**config.mk**
```make
export PLATFORM = sky130hd
export DESIGN_NAME = mem_dispatch
export DESIGN_NICKNAME = d
export VERILOG_FILES = /design/src/rtl/mem_dispatch.sv
export SDC_FILE = /design/constraint.sdc
export NUM_CORES = 1
export LEC_CHECK = 0
export CORE_MARGIN = 2
export CORE_UTILIZATION = 30
export CTS_BUF_LIST = sky130_fd_sc_hd__clkbuf_8 sky130_fd_sc_hd__clkbuf_16
export DETAILED_ROUTE_END_ITERATION = 10
export PLACE_DENSITY = 0.56
export SLEW_MARGIN = 5
export SYNTH_ARGS = -nofsm -noshare
export SYNTH_HDL_FRONTEND = slang
export SYNTH_SLANG_ARGS = --single-unit
```
**constraint.sdc**
```tcl
create_clock -name clk -period 2.65 [get_ports clk]
set_input_delay 0.6625 -clock clk [delete_from_list [all_inputs] [get_ports clk]]
set_output_delay 0.6625 -clock clk [all_outputs]
set_load 0.03 [all_outputs]
```
**src/rtl/mem_dispatch.sv**
```systemverilog
// Single-request memory dispatcher: pops one queued request, gathers write beats
// or waits out the array latency, then performs one line access and streams read beats.
module mem_dispatch #(
  parameter int REQUEST_SIZE   = 38,
  parameter int ADDR_WIDTH     = 32,
  parameter int DATA_WIDTH     = 128,
  parameter int BEAT_WIDTH     = 32,
  parameter int CYCLE_NUM_DATA = 4,
  parameter int COUNTER_WIDTH  = 10,
  parameter int ACCESS_LAT     = 8
) (
  input  logic                    clk,
  input  logic                    rst,
  input  logic                    q_empty,
  input  logic                    q_valid,
  input  logic [REQUEST_SIZE-1:0] q_req,
  output logic                    q_pop_en,
  input  logic                    wr_valid,
  input  logic [BEAT_WIDTH-1:0]   wr_data,
  output logic                    wr_ready,
  output logic                    mem_rd_en,
  output logic                    mem_wr_en,
  output logic [ADDR_WIDTH-1:0]   mem_addr,
  output logic [DATA_WIDTH-1:0]   mem_wdata,
  input  logic [DATA_WIDTH-1:0]   mem_rdata,
  output logic                    rsp_valid,
  input  logic                    rsp_ready,
  output logic [BEAT_WIDTH-1:0]   rsp_data,
  output logic                    rsp_last,
  output logic [3:0]              rsp_id,
  output logic                    busy
);

  // state  | meaning
  // IDLE   | waiting for a non-empty queue
  // POP    | one-cycle pop strobe to the queue
  // CAPT   | waiting for q_valid, latch op/id/addr
  // WDATA  | collecting write beats into the line buffer
  // WAIT   | array access latency countdown
  // ACCESS | single-cycle read or write strobe
  // RDLAT  | capture the read line
  // RESP   | stream read beats to the consumer

  localparam int ID_WIDTH   = 4;
  localparam int BEAT_IDX_W = (CYCLE_NUM_DATA > 1) ? $clog2(CYCLE_NUM_DATA) : 1;
  localparam int OFF_BITS   = $clog2(DATA_WIDTH / 8);
  localparam logic [BEAT_IDX_W-1:0]    LAST_BEAT = BEAT_IDX_W'(CYCLE_NUM_DATA - 1);
  localparam logic [COUNTER_WIDTH-1:0] LAT_LOAD  =
    (ACCESS_LAT > 0) ? COUNTER_WIDTH'(ACCESS_LAT - 1) : '0;
  localparam logic [ADDR_WIDTH-1:0]    OFF_MASK  = ADDR_WIDTH'((64'd1 << OFF_BITS) - 64'd1);
  localparam logic [1:0] OP_READ  = 2'b00;
  localparam logic [1:0] OP_WRITE = 2'b01;

  typedef enum logic [2:0] {
    S_IDLE, S_POP, S_CAPT, S_WDATA, S_WAIT, S_ACCESS, S_RDLAT, S_RESP
  } state_t;

  state_t state, state_nxt;

  logic [1:0]               req_op;
  logic [ID_WIDTH-1:0]      req_id;
  logic [ADDR_WIDTH-1:0]    req_addr;
  logic [COUNTER_WIDTH-1:0] lat_cnt;
  logic [BEAT_IDX_W-1:0]    beat_idx;
  logic [DATA_WIDTH-1:0]    line_buf;
  logic [1:0]               q_op;
  logic                     beat_is_last;
  state_t                   after_setup;

  assign q_op         = q_req[REQUEST_SIZE-1 -: 2];
  assign beat_is_last = (beat_idx == LAST_BEAT);
  // A zero access latency skips the countdown entirely.
  assign after_setup  = (ACCESS_LAT > 0) ? S_WAIT : S_ACCESS;

  always_ff @(posedge clk or negedge rst) begin
    if (!rst) state <= S_IDLE;
    else      state <= state_nxt;
  end

  always_comb begin
    state_nxt = state;
    case (state)
      S_IDLE:   if (!q_empty) state_nxt = S_POP;
      S_POP:    state_nxt = S_CAPT;
      S_CAPT: begin
        if (q_valid) begin
          if (q_op == OP_READ)       state_nxt = after_setup;
          else if (q_op == OP_WRITE) state_nxt = S_WDATA;
          else                       state_nxt = S_IDLE;
        end
      end
      S_WDATA:  if (wr_valid && beat_is_last) state_nxt = after_setup;
      S_WAIT:   if (lat_cnt == '0) state_nxt = S_ACCESS;
      S_ACCESS: state_nxt = (req_op == OP_READ) ? S_RDLAT : S_IDLE;
      S_RDLAT:  state_nxt = S_RESP;
      S_RESP:   if (rsp_ready && beat_is_last) state_nxt = S_IDLE;
      default:  state_nxt = S_IDLE;
    endcase
  end

  always_comb begin
    q_pop_en  = 1'b0;
    wr_ready  = 1'b0;
    mem_rd_en = 1'b0;
    mem_wr_en = 1'b0;
    mem_addr  = '0;
    mem_wdata = '0;
    rsp_valid = 1'b0;
    rsp_data  = '0;
    rsp_last  = 1'b0;
    rsp_id    = '0;
    case (state)
      S_POP:   q_pop_en = 1'b1;
      S_WDATA: wr_ready = 1'b1;
      S_ACCESS: begin
        mem_addr = req_addr & ~OFF_MASK;
        if (req_op == OP_READ) begin
          mem_rd_en = 1'b1;
        end else begin
          mem_wr_en = 1'b1;
          mem_wdata = line_buf;
        end
      end
      S_RESP: begin
        rsp_valid = 1'b1;
        rsp_data  = line_buf[int'(beat_idx) * BEAT_WIDTH +: BEAT_WIDTH];
        rsp_last  = beat_is_last;
        rsp_id    = req_id;
      end
      default: ;
    endcase
  end

  assign busy = (state != S_IDLE);

  always_ff @(posedge clk or negedge rst) begin
    if (!rst) begin
      req_op   <= '0;
      req_id   <= '0;
      req_addr <= '0;
      lat_cnt  <= '0;
      beat_idx <= '0;
      line_buf <= '0;
    end else begin
      if (state_nxt == S_WAIT && state != S_WAIT)
        lat_cnt <= LAT_LOAD;
      else if (state == S_WAIT && lat_cnt != '0)
        lat_cnt <= lat_cnt - 1'b1;

      case (state)
        S_CAPT: begin
          if (q_valid) begin
            req_op   <= q_op;
            req_id   <= q_req[ADDR_WIDTH +: ID_WIDTH];
            req_addr <= q_req[ADDR_WIDTH-1:0];
          end
        end
        S_WDATA: begin
          if (wr_valid) begin
            line_buf[int'(beat_idx) * BEAT_WIDTH +: BEAT_WIDTH] <= wr_data;
            beat_idx <= beat_is_last ? '0 : beat_idx + 1'b1;
          end
        end
        S_RDLAT: line_buf <= mem_rdata;
        S_RESP: begin
          if (rsp_ready) beat_idx <= beat_is_last ? '0 : beat_idx + 1'b1;
        end
        default: ;
      endcase
    end
  end

endmodule

```
; After elaboration in Yosys (flattened, before gate mapping)
; Cells that the tools add are included.
[word_totals]
reg_bits = 181
output_inout_bits = 203
wordCells = 73
[classes]
addsub = 3
n_eq_ne = 13
shift = 3
muxes = 31
n_reduce_logical = 16
[op_table]
columns = op, n
row1 = $mux 128, 3
row2 = $pmux 128 s2, 1
row3 = $bwmux 128, 1
row4 = $shift 32x33->128 const A, 1
row5 = $shiftx 128x8->32, 1
row6 = $shiftx 32x33->128, 1
row7 = $mux 32, 2
row8 = $neg 7->33, 1
row9 = $pmux 3 s8, 1
row10 = $mux 3, 7
row11 = $mux 10, 2
row12 = $eq 3x3->1 const B, 5
row13 = $logic_not 10->1, 1
row14 = $reduce_bool 10->1, 1
row15 = $sub 10x1->10 const B, 1
row16 = $mux 1, 8
row17 = $mux 2, 4
row18 = $eq 3x2->1 const B, 2
row19 = $reduce_bool 2->1, 3
row20 = $logic_and 1x1->1, 4
row21 = $logic_not 2->1, 2
row22 = $mux 4, 1
row23 = $ne 2x2->1 const B, 2
row24 = $pmux 2 s2, 1
row25 = 9 further kinds, 10

; Logic depth before layout (Yosys ltp)
; Gate-level depths: netlist (run 1).
[logic_depth]
ltp_word = 8
mapped_depth = 10
mapped_depth_nobuf = 6

; Least setup slack after synthesis (run 1)
; OpenSTA, ideal clock, no wires.
[synth_timing]
kind = register -> register
from = register beat_idx[1]
to = register line_buf[34]
setup_time_ns = 0.127
arrival_time_ns = 2.284
required_ns = 2.523
path_slack_ns = 0.239
path_stages_with_launch = 11
n_path_buf = 4
period_less_slack_ns = 2.411
path_cell_list = dfrtp_1 -> clkbuf_1 -> clkbuf_1 -> inv_1 -> ha_1 -> and4b_1 -> and3_1 -> clkbuf_1 -> buf_2 -> a222oi_1 -> inv_1
[synth_between]
elab_chain_cells = 5
elab_cells_between_ends = 6
classes_between = add/sub: 1 / shift: 2 / mux: 3
[synth_rtl]
columns = item, line
row1 = "start, declared", 64  ; logic [BEAT_IDX_W-1:0] beat_idx;
row2 = "start signal, assigned", 161  ; beat_idx <= beat_is_last ? '0 : beat_idx + 1'b1;
row3 = "start signal, assigned", 166  ; if (rsp_ready) beat_idx <= beat_is_last ? '0 : beat_idx + 1'b1;
row4 = $neg 7->33 (*), 160  ; line_buf[int'(beat_idx) * BEAT_WIDTH +: BEAT_WIDTH] <= wr_data;
row5 = $shiftx 32x33->128 or $shift 32x33->128 (tied branches), 160
row6 = $bwmux 128 (*), 160
row7 = $mux 128 (*), 159  ; if (wr_valid) begin
row8 = $pmux 128 s2 (*), 150  ; case (state)
row9 = "end signal, assigned by index", 160
row10 = "end signal, assigned", 164  ; S_RDLAT: line_buf <= mem_rdata;
row11 = "end, declared", 65  ; logic [DATA_WIDTH-1:0] line_buf;
; Mark *: on every way between the ends. The rest lies on a longest branch, timed or not. The select of a mux whose other input is x is not followed.
; A chain may end at the register's enable or synchronous reset.

; Worst setup path after layout (run 1)
[layout_timing]
from = register state[1]
to = output port mem_wdata[63]
[layout_between]
elab_chain_cells = 2
[layout_rtl]
columns = item, line
row1 = "start, declared", 58  ; state_t state, state_nxt;
row2 = "start signal, assigned", 77  ; else state <= state_nxt;
row3 = $eq 3x3->1, 112  ; case (state)
row4 = $mux 128, 112
row5 = "end, declared", 24  ; output logic [DATA_WIDTH-1:0] mem_wdata,
; Every way passes these cells.

==> results.md, run 1 <==
- The maximum number of pins on one net before global-route repair is 59.
- For this configuration, the core starts out at a cell density of 0.3025.
- Counting the buffers created by CTS gives 17.
- The arrival time of the worst setup path is 1.95 ns.
- The start-to-end type of the worst setup path is flop to primary output.
- The count of synthesis-stage warnings from yosys is 0.
- The most area-hungry cell type in the Yosys netlist is dfrtp_1.
- The number of pins with negative max-slew slack in the final report is 0.
- The average cell area after synthesis is 10.61 µm².
- In the routed design, unresolved DRC markers number 0.
- The share of synthesized area occupied by flip-flops and latches is 0.4400.
- 407 I/O pins were placed.
- After global routing the overflow that remains totals 0.
- The run finished with clean final reports.
- Setup repair after global routing could not meet its margin everywhere.
- The count of flip-flops with a built-in enable after synthesis is 0.
- Across the VDD grid, the largest voltage drop is 0.4517 mV.
- The data required time of the critical path is 1.99 ns.
- Input and output buffers added on the ports amount to 398.
- The tool flagged a number of max-cap violations equal to 0.
- After detailed routing, the number of vias per cell comes to 5.133.
- In the post-synthesis netlist, the biggest area contributors are dfrtp_1 (44%), and2_1 (12%), mux4_2 (7.2%), a222oi_1 (6.4%), a22oi_1 (4.8%).
- Counting every sink on the clock net gives 177.
- The die covers 35,040 µm².
- The path class of the tightest hold or removal check is input port to asynchronous set/reset pin.
- Counting both buffers and inverters, the worst setup path holds a total of 2.
- Along the worst path, the maximum fanout reaches 32.
- The final RePlAce weighted congestion is 0.8420.
- The leakage dissipation is 0.006985 µW.
- The instance area after placement is 14,410 µm².
- Of the post-synthesis cell area, the dominant cell type holds 0.4400.
- Derived from the worst setup path, the maximum achievable clock frequency is 383.1 MHz.
- Across every metal layer, demand over resource in global routing totals 0.2219.
- The area growth from synthesis to layout is 52.00%.
- Of the available clock period, the critical path in the final layout requires 0.9849.
- The placeable core area is 33,280 µm².
- The critical path's top delay family is buffers and inverters.
- The later pin in the worst-skew pair is clocked with a latency of 0.43 ns.
- The post-layout net count is 1,546.
- Dividing the detail-routed wire length by the instance count gives 21.75 µm.
- The fraction of final layout cells with drive strength greater than 1 is 0.3106.
- The number of H-tree levels is 4.
- STA classifies the critical path startpoint as a flop.
- The final routed wirelength across all metal layers is 39.15 mm.
- In this run the power density over the cells is 853.5 nW/µm².
- Traced cell by cell, the critical path runs through nor2_2 -> o21a_4 -> bufbuf_16 -> and2_1 -> buf_4.
- TritonCTS built the clock tree.
- In this run the clock root is driven by a clkbuf_16.
- The nature of the critical path endpoint is a primary output.
- For the pin with the worst max-slew slack, the measured transition is 0.5903 ns.
- The design area is 15,300 µm².
- The slowest stage of the critical path belongs to the cell dfrtp_1.
- The count of endpoints failing hold in the final timing report was 0.
- The most common flop cell mapped by yosys is dfrtp_1.
- The number of vias in the routed layout is 9,239.
- Setup violations remaining at the end of the flow were counted as 0.
- The number of inserted filler cells in the final layout is 3,209.
- In this run the remaining antenna-violating nets after routing total 0.
- In this run the tightest slew margin relative to its limit is 0.6064.
- After floorplanning, the core was divided into 67 placement rows.
- The via count of the first global-routing pass is 9,452.
- The half-perimeter wire length of the detailed placement result is 26.60 mm.
- The number of hold buffers added after CTS is 0.
- Clock-pin slew was measured on the worst setup and hold paths at 0.08 ns.
- The initial antenna violation count is 3.
- After synthesis the cells add up to 10,070 µm².
- For this run, the detailed router's first-pass iteration total came to 9.
- The global-route wire length before repair is 59.84 mm.
- The post-synthesis register bit count is 177.
- The worst setup skew after layout is 0.02019 ns.
- The async set-or-reset flop fraction in the synthesized netlist is 1.000.
- The final non-filler cell total is 1,800.
- The number of buffers on the longest clock path is 2.
- After detailed placement, the design holds a cell count of 1,753.
- The startpoint identified for the worst register-to-register timing path is beat_idx[0].
- The number of DRC violations after detailed-routing iteration 0 is 649.
- After synthesis, the netlist uses 59 different library cells.
- Tracing the worst setup path back leads to its startpoint at state[1].
- After layout, the minimum clock period comes to 2.610 ns.
- The post-synthesis cell count is 949.
- The y dimension of the die is 187.2 µm.
- The floorplan step set the die width to 187.2 µm.
- In this design, the stage delay of the slowest critical-path cell is 0.44 ns.
==> synth_stat cells (29+ instances only) <==
| cell | n |
|---|---|
| dfrtp_1 | 177 |
| a22oi_1 | 64 |
| o21ai_2 | 29 |
| mux2_2 | 34 |
| buf_2 | 36 |
| nand2_1 | 73 |
| inv_1 | 70 |
| mux4_2 | 32 |
| a222oi_1 | 64 |
| o21ai_1 | 33 |
| clkbuf_1 | 31 |
| and2_1 | 193 |
==> where the power goes <==
part | switching, µW | internal, µW | total, µW
Sequential | 865 | 3860 | 4730
Clock | 1240 | 1270 | 2510
Combinational | 2940 | 2890 | 5830
==> cells by family after synthesis <==
family,after synthesis,synth area share
flops,177,0.4400
buf+inv,160,0.07507
other cells,1,0.0003725
compound gates,217,0.1746
mux,73,0.1166
fa+ha+maj,6,0.007457
xor+xnor,1,0.0008702
simple gates,314,0.1851
==> repair_timing <==
item / CTS / global route
pin swaps: 0 / 2
endpoints found under the setup margin: 155 / 116
gates cloned: 3 / 0
gates resized for setup: 24 / 32
setup buffers: 4 / 5
==> sequential cells by signal, indices dropped and copies added, names as in the netlist <==
register  count
beat_idx      2
lat_cnt      10
line_buf    128
req_addr     28
req_id        4
req_op        2
state         3
==> cell usage in the layout (no fill, tap or decap), types with 31 or more instances in the layout <==
cell type / synthesis / routed
buf_4: 9 / 199
mux4_2: 32 / 32
buf_12: 0 / 34
a22oi_1: 64 / 64
and2_1: 193 / 175
clkdlybuf4s50_1: 0 / 198
inv_1: 70 / 71
dfrtp_1: 177 / 173
o21ai_1: 33 / 31
mux2_2: 34 / 34
nand2_1: 73 / 73
a222oi_1: 64 / 64
==> path summary, 6_finish.rpt <==
path                                 end  slack (ns)  cells past startpoint
hold / removal              req_addr[27]        0.19                      1
setup / recovery           mem_wdata[63]        0.04                      5
min in group clk               req_id[0]        0.50                      1
max in group asynchronous   line_buf[39]        1.74                      2
setup reg to reg            line_buf[35]        0.29                      9
hold reg to reg                req_id[0]        0.50                      1
==> cell type report <==
cell class | instances | area (µm²) | share of cell area
multi-input cells | 615 | 4984 | 0.3257
repair buffers | 455 | 4487 | 0.2932
clock buffers | 18 | 439.2 | 0.02870
clock inverters | 14 | 125.1 | 0.008177
diodes | 3 | 7.507 | 0.0004906
flip-flops and latches | 177 | 4437 | 0.2899
well taps | 448 | 560.5 | 0.03663
inverters | 70 | 262.8 | 0.01717
==> layer usage <==
metal,GRT usage,wire length [µm],up-vias
li1,-,-,4202
met1,0.3032,16940,4631
met2,0.3669,19010,378
met3,0.03790,2598,28
met4,0.05342,599,0
met5,0,0,-
==> worst register-to-register path: cells and delay by family (launching register included) <==
kind                     cells  cell delay [ns]
AND/OR/NAND/NOR              2             0.48
AO/OA/AOI/OAI                1             0.30
flip-flops                   1             0.54
buffers and inverters        5             0.70
adder cells (fa/ha/maj)      1             0.25
==> stage by stage <==
step           TNS, ns  setup slack [ns]    util  power [µW]  hold WS (ns)
2_1_floorplan        0            0.2390       -        8324        0.3669
5_1_grt         -1.844          -0.05464  0.4597       13930        0.2063
3_5_place_dp         0            0.2684  0.4329       10400        0.4852
6_report             0           0.04004  0.4598       13060        0.1866
3_3_place_gp         0            0.2801  0.4329       10260        0.4774
4_1_cts         -2.257          -0.05345  0.4554       13130        0.2110
(Power assumes the default switching activity.)
==> inputs of run 2 (changes only) <==
- ABC_CLOCK_PERIOD_IN_PS: unset -> 2650
==> results of run 2 <==
The final DEF is identical to that of run 1; final timing and power are the same.
